<file path="config.mk">
export PLATFORM = sky130hd
export DESIGN_NAME = branch_resolve_unit
export DESIGN_NICKNAME = d
export VERILOG_FILES = /design/src/rtl/branch_resolve_unit.sv
export SDC_FILE = /design/constraint.sdc
export NUM_CORES = 1
export LEC_CHECK = 0
export CORE_MARGIN = 2
export CORE_UTILIZATION = 70
export CTS_BUF_LIST = sky130_fd_sc_hd__clkbuf_8
export DETAILED_ROUTE_END_ITERATION = 7
export DONT_BUFFER_PORTS = 1
export PLACE_DENSITY = 0.86
export SLEW_MARGIN = 20
export SYNTH_ARGS = -nofsm -noshare
export SYNTH_HDL_FRONTEND = slang
export SYNTH_SLANG_ARGS = --single-unit
</file>
<file path="constraint.sdc">
create_clock -name clk -period 4.4 [get_ports clk]
set_input_delay 0.22 -clock clk [delete_from_list [all_inputs] [get_ports clk]]
set_output_delay 0.22 -clock clk [all_outputs]
set_load 0.01 [all_outputs]
</file>
<file path="src/rtl/branch_resolve_unit.sv">
// Branch/jump resolution for the femtorv32 EX stage: evaluates the branch condition
// from SUB flags, redirects the PC, sequences a two-cycle squash and counts transfers.
module branch_resolve_unit #(
  parameter int n = 32
) (
  input  logic         clk,
  input  logic         rst,
  input  logic         ex_valid,
  input  logic         ex_branch,
  input  logic         ex_jump,
  input  logic [2:0]   ex_funct3,
  input  logic [n-1:0] ex_target,
  input  logic         zFlag,
  input  logic         sFlag,
  input  logic         cFlag,
  input  logic         vFlag,
  input  logic         stall,
  output logic         redirect,
  output logic [n-1:0] redirect_pc,
  output logic         flush_if_id,
  output logic         flush_id_ex,
  output logic         illegal_branch,
  output logic [31:0]  branch_count,
  output logic [31:0]  taken_count
);

  typedef enum logic [1:0] {
    ST_IDLE     = 2'd0,
    ST_REDIRECT = 2'd1,
    ST_SQUASH   = 2'd2
  } state_t;

  state_t       r_state;
  state_t       w_next_state;
  logic [n-1:0] r_redirect_pc;
  logic [31:0]  r_branch_count;
  logic [31:0]  r_taken_count;
  logic         r_illegal;

  logic w_cond;
  logic w_taken;
  logic w_illegal;
  logic w_accept;

  // NOTE: every signal written in always_comb gets a default first, so no path
  // leaves it unassigned and no latch is inferred.
  always_comb begin
    w_cond = 1'b0;
    case (ex_funct3)
      3'b000:  w_cond = zFlag;
      3'b001:  w_cond = ~zFlag;
      3'b100:  w_cond = sFlag ^ vFlag;
      3'b101:  w_cond = ~(sFlag ^ vFlag);
      3'b110:  w_cond = ~cFlag;
      3'b111:  w_cond = cFlag;
      default: w_cond = 1'b0;
    endcase
  end

  // Jumps win over branches and never look at funct3.
  assign w_taken   = ex_jump | (ex_branch & w_cond);
  assign w_illegal = ex_branch & ~ex_jump & (ex_funct3[2:1] == 2'b01);
  assign w_accept  = ex_valid & (ex_branch | ex_jump) & ~stall & (r_state == ST_IDLE);

  always_comb begin
    w_next_state = r_state;
    if (!stall) begin
      case (r_state)
        ST_IDLE:     if (w_accept && w_taken) w_next_state = ST_REDIRECT;
        ST_REDIRECT: w_next_state = ST_SQUASH;
        ST_SQUASH:   w_next_state = ST_IDLE;
        default:     w_next_state = ST_IDLE;
      endcase
    end
  end

  // NOTE: sequential state uses non-blocking assignments so every register
  // samples pre-edge values regardless of process evaluation order.
  always_ff @(posedge clk or negedge rst) begin
    if (!rst) begin
      r_state        <= ST_IDLE;
      r_redirect_pc  <= '0;
      r_branch_count <= '0;
      r_taken_count  <= '0;
      r_illegal      <= 1'b0;
    end else begin
      r_state   <= w_next_state;
      r_illegal <= w_accept & w_illegal;
      if (w_accept) begin
        r_branch_count <= r_branch_count + 32'd1;
        if (w_taken) begin
          r_taken_count <= r_taken_count + 32'd1;
          r_redirect_pc <= ex_target;
        end
      end
    end
  end

  // Flush outputs decode straight from the state so a stall simply holds them.
  assign redirect       = (r_state == ST_REDIRECT);
  assign flush_id_ex    = (r_state == ST_REDIRECT);
  assign flush_if_id    = (r_state != ST_IDLE);
  assign redirect_pc    = r_redirect_pc;
  assign illegal_branch = r_illegal;
  assign branch_count   = r_branch_count;
  assign taken_count    = r_taken_count;

endmodule

</file>
---- Word level (Yosys, flattened, before mapping) ----
Index checks and enable logic that the tools add are counted.
storage, ports and cells
  flip-flop bits (word level) ............. 99
  input port bits ......................... 45
  output and inout bits ................... 100
  word-level logic and storage cells ...... 39
operators by class
  add/sub/neg operators ................... 2
  equality and inequality tests ........... 8
  muxes and demuxes ....................... 3
  bitwise logic cells ..................... 15
  reductions and logical operators ........ 6
operators by type and width
  kind                                                   count
  adder 32 x 1 -> 32 bit, second input constant          2
  equality test 3 bit, second input constant             4
  AND 1 bit                                              7
  case mux 1 bit (6 select lines)                        1
  inverter 1 bit                                         5
  equality test 2 x 1 -> 1 bit, second input constant    2
  case mux 2 bit (2 select lines)                        1
  AND reduction 2 bit                                    2
  equality test 3 x 1 -> 1 bit, second input constant    1
  logical NOT 3 bit                                      1
  logical NOT 2 bit                                      1
  2-to-1 mux 2 bit                                       1
  inequality test 2 x 1 -> 1 bit, second input constant  1
  OR 1 bit                                               2
  nonzero test 2 bit                                     1
  logical AND 1 bit                                      1
  XOR 1 bit                                              1

---- Depth between registers and ports, before layout ----
  depth after elaboration ................. 8
  depth in mapped cells ................... 7

---- Worst setup path before layout ----
No wires, ideal clock.
  path type ............................... register -> register
  start point ............................. register r_state[1]
  end point ............................... register r_branch_count[22], in the netlist branch_count[22]
  library setup time ...................... 126 ps
  arrival ................................. 2,119 ps
  setup slack ............................. 2,155 ps
  cell stages (with the launch flop) ...... 8
  path buffers ............................ 2
  path through ............................ dfrtp_1 > or4b_1 > buf_2 > or4_1 > buf_2 > nor3_4 > nand3_1 > xnor2_1
on the way
  cells in the longest elaborated chain, start to end .. 2
ends and longest elaborated chain
  element                   RTL line  RTL
  start: declaration        33        state_t r_state;
  start signal: assignment  87        r_state <= w_next_state;
  logical NOT 2 bit         63        assign w_accept = ex_valid & (ex_branch | ex_jump) & ~stall & (r_state == ST_IDLE);
  AND 1 bit                 63
  end signal: assignment    90        r_branch_count <= r_branch_count + 32'd1;
  end: declaration          36        logic [31:0] r_branch_count;
No other way between the ends.
A chain may end at the register's enable or synchronous reset.

---- Worst setup path in the final report ----
Same ends and word-level chain as after synthesis.

==> flow_summary.yaml <==
yosys:
  ys_ff_latch: 99
  seq_area_frac_synth_pct: 56.4
  netlist_instances: 356
  synth_edf_count: 0
  muxShareOfSynthArea_pct: 8.97
  synthArstFlopShare_pct: 100
  syn-num-nets: 403
  syn_area_mm2: 0.00439
  synth_area_per_cell_um2: 12.3
  ys_types: 35
  synthXorXnorAreaFrac_pct: 13.3
  synth-simple-area-share_pct: 18.5
  synthFlopType: "dfrtp_1"
  synth_top_family_by_area: "simple AND/OR/NAND/NOR gates"
  synth.yosys.warnings: 0
  synth_compound_area_share_pct: 0.627
  synthAdderAreaFrac_pct: 0.570
routing:
  drtIter0Drc: 143
  drcViolationCount: 0
  drt_pass1_iterations: 4
  postRouteAntennaNets: 0
  vias_per_cell: 6.31
  vias: 2901
  wl_per_cell_um: 20.4
  routed_wl_um: 9380
timing:
  hold_ws_ns: 0.00219
  fmax_mhz: 395
  setup_violations: 0
  timing.final.max_slew_violations: 0
  setup_ws_ns: 1.87
  period_share_pct: 57.5
  slew_headroom_pct: 36.6
  skew_ns: 0.0135
  final.min_clock_period_ns: 2.53
  hold_viol: 0
  fin_setup_tns_ns: 0
  worst_pin_slew_ns: 0.951
  rsz0062_at_grt: "no"
finish:
  finalInstanceArea_mm2: 0.00487
  regArea_mm2: 0.00248
  drive_above_1_share_pct: 16.1
  multi_input_area_mm2: 0.00185
  fill_cells: 340
  area_growth_pct: 10.8
  diodes: 0
  fin_nets: 428
place:
  dp_hpwl_um: 6210
  io_buffers: 0
  dp_slack_ns: 1.89
  placed_area_mm2: 0.00444
  routabilityCongestion: 0.798
critical_path:
  slowest_delay_ns: 0.72
  cp-end-kind: "flip-flop"
  critical_path_depth: 5
  critPathLaunchType: "flip-flop"
  worst-path-max-fanout: 6
  cp.required_ns: 4.65
  crit_buf_inv: 0
  worstPathArrival_ns: 2.78
  crit_slowest_cell: "or4_1"
  path_cells: "or4b_1, or4_1, nor3_4, nand3_1, xnor2_1"
  path_delay_family: "simple AND/OR/NAND/NOR gates"
  rr_worst_depth: 5
  critical_path_class: "flip-flop to flip-flop"
cts:
  cts_resized: 0
  clockRootBuffer: "clkbuf_8"
  cts_max_path_buffers: 2
  tritoncts_num_sinks: 99
  clk_latency_ns: 0.36
  numCtsBuffers: 9
  clk_pin_slew_ns: 0.10
  cts_setup_buffers: 0
  htree_levels: 3
  cts_tree: "built"
  cts_hold_buf: 4
grt:
  grt_max_degree: 100
  track_usage_pct: 26.1
  grt-ovfl-total: 0
  antenna_found_initial: 0
  grt_pass1_vias: 2855
  grt_first_pass_wirelength_um: 14400
pwr:
  p_per_area_mw_per_mm2: 475
  peakVddDrop_v: 0.000406
  power.leakage_nw: 2.20
status:
  status: "completed"
die:
  rows: 28
  core_area_mm2: 0.00599
  initial_core_util_pct: 73.3
  die-height_um: 83.2
  die_x_um: 83.2
  ios: 145
  die_area_mm2: 0.00692
worst_hold_path:
  hold_path.class: "input pin to flip-flop"
  hold_path_depth: 1
job:
  drv_cap: 0
==> through the flow <==
stage | total power, mW | util, % | cells
2_1_floorplan | 1.66 | - | 356
3_3_place_gp | 1.73 | 74.1 | 421
3_5_place_dp | 1.76 | 74.1 | 421
4_1_cts | 2.29 | 77.9 | 440
5_1_grt | 2.41 | 81.2 | 460
6_report | 2.31 | 81.2 | 460
==> where the power goes <==
group          internal [mW]  switching (mW)  total (mW)
clock network          0.215           0.304       0.519
logic                  0.212           0.176       0.388
registers               1.11           0.290        1.40
==> sequential cells by signal, indices dropped and copies added, names as in the netlist <==
| signal | cells |
|---|---|
| branch_count | 32 |
| redirect_pc | 32 |
| taken_count | 32 |
| r_state | 2 |
| illegal_branch | 1 |
==> cell usage after synthesis (3+ instances only) <==
| cell | number | area, um2 |
|---|---|---|
| nor4_1 | 14 | 87.6 |
| nor2_1 | 13 | 48.8 |
| nand4_1 | 20 | 125 |
| xor2_1 | 30 | 263 |
| mux2_2 | 35 | 394 |
| buf_2 | 3 | 15.0 |
| nand2_1 | 21 | 78.8 |
| and4_1 | 5 | 43.8 |
| inv_1 | 3 | 11.3 |
| dfrtp_1 | 99 | 2480 |
| nor3_1 | 10 | 50.1 |
| clkbuf_1 | 5 | 18.8 |
| xnor2_1 | 34 | 298 |
| and3_1 | 11 | 68.8 |
| nand3_1 | 25 | 125 |
==> worst paths after layout <==
check | from | end | slack, ns
min reg2reg | branch_count[31] | branch_count[31] | 0.55
max in group asynchronous | rst | redirect_pc[26] | 3.60
min in group asynchronous | rst | taken_count[25] | 0.44
max reg2reg | r_state[1] | branch_count[22] | 1.87
min | ex_target[16] | redirect_pc[16] | 0.002
max | r_state[1] | branch_count[22] | 1.87
==> cell families (layout without fill, tap and decap cells) <==
| logic type | after synthesis | after routing |
|---|---|---|
| and+or+nand+nor | 137 | 137 |
| buffers and inverters | 14 | 43 |
| DFF | 99 | 99 |
| adders and majority gates | 2 | 2 |
| muxes | 35 | 35 |
| xor gates and xnor gates | 65 | 65 |
| AOI/OAI and AO/OA | 4 | 4 |
==> placed cells by master, fill, tap and decap left out <==
cell           count
nor2_1            13
buf_16             1
and2b_2            1
clkbuf_8          10
or4_1              1
or3_1              2
nand3_1           25
and4_1             5
clkinv_2           1
nor4_1            14
clkinvlp_4         3
nor4_4             1
or4b_1             1
nand4_1           20
nor4b_2            3
xnor3_1            1
a41oi_1            1
a21oi_1            2
xor2_1            30
nand2_1           21
a31o_2             1
nand4b_1           2
or2_2              2
ha_1               2
dlygate4sd3_1     23
inv_1              4
xnor2_1           34
nor3_4             1
nand3_4            1
nor3_1            10
and2_1             2
buf_4              1
dfrtp_1           99
or4b_2             1
and3_1            11
mux2_2            35
==> layout make-up <==
type,instances,area share [%]
inverter,3,0.231
timing repair buffer,25,5.45
clock buffer,10,2.83
sequential,99,50.9
tap,75,1.93
clock inverter,5,0.643
multi-input combinational,243,38.0
==> layer usage <==
layer | routed length (um) | vias to the layer above | part of all wire [%] | GRT usage, %
met5 | 0 | - | 0 | 0
met4 | 152 | 0 | 1.6 | 8.64
met3 | 903 | 12 | 9.6 | 9.74
met2 | 4740 | 127 | 51 | 41.8
met1 | 3590 | 1449 | 38 | 33.0
li1 | - | 1313 | - | -
Note: power is estimated with default switching activity, not from simulation.
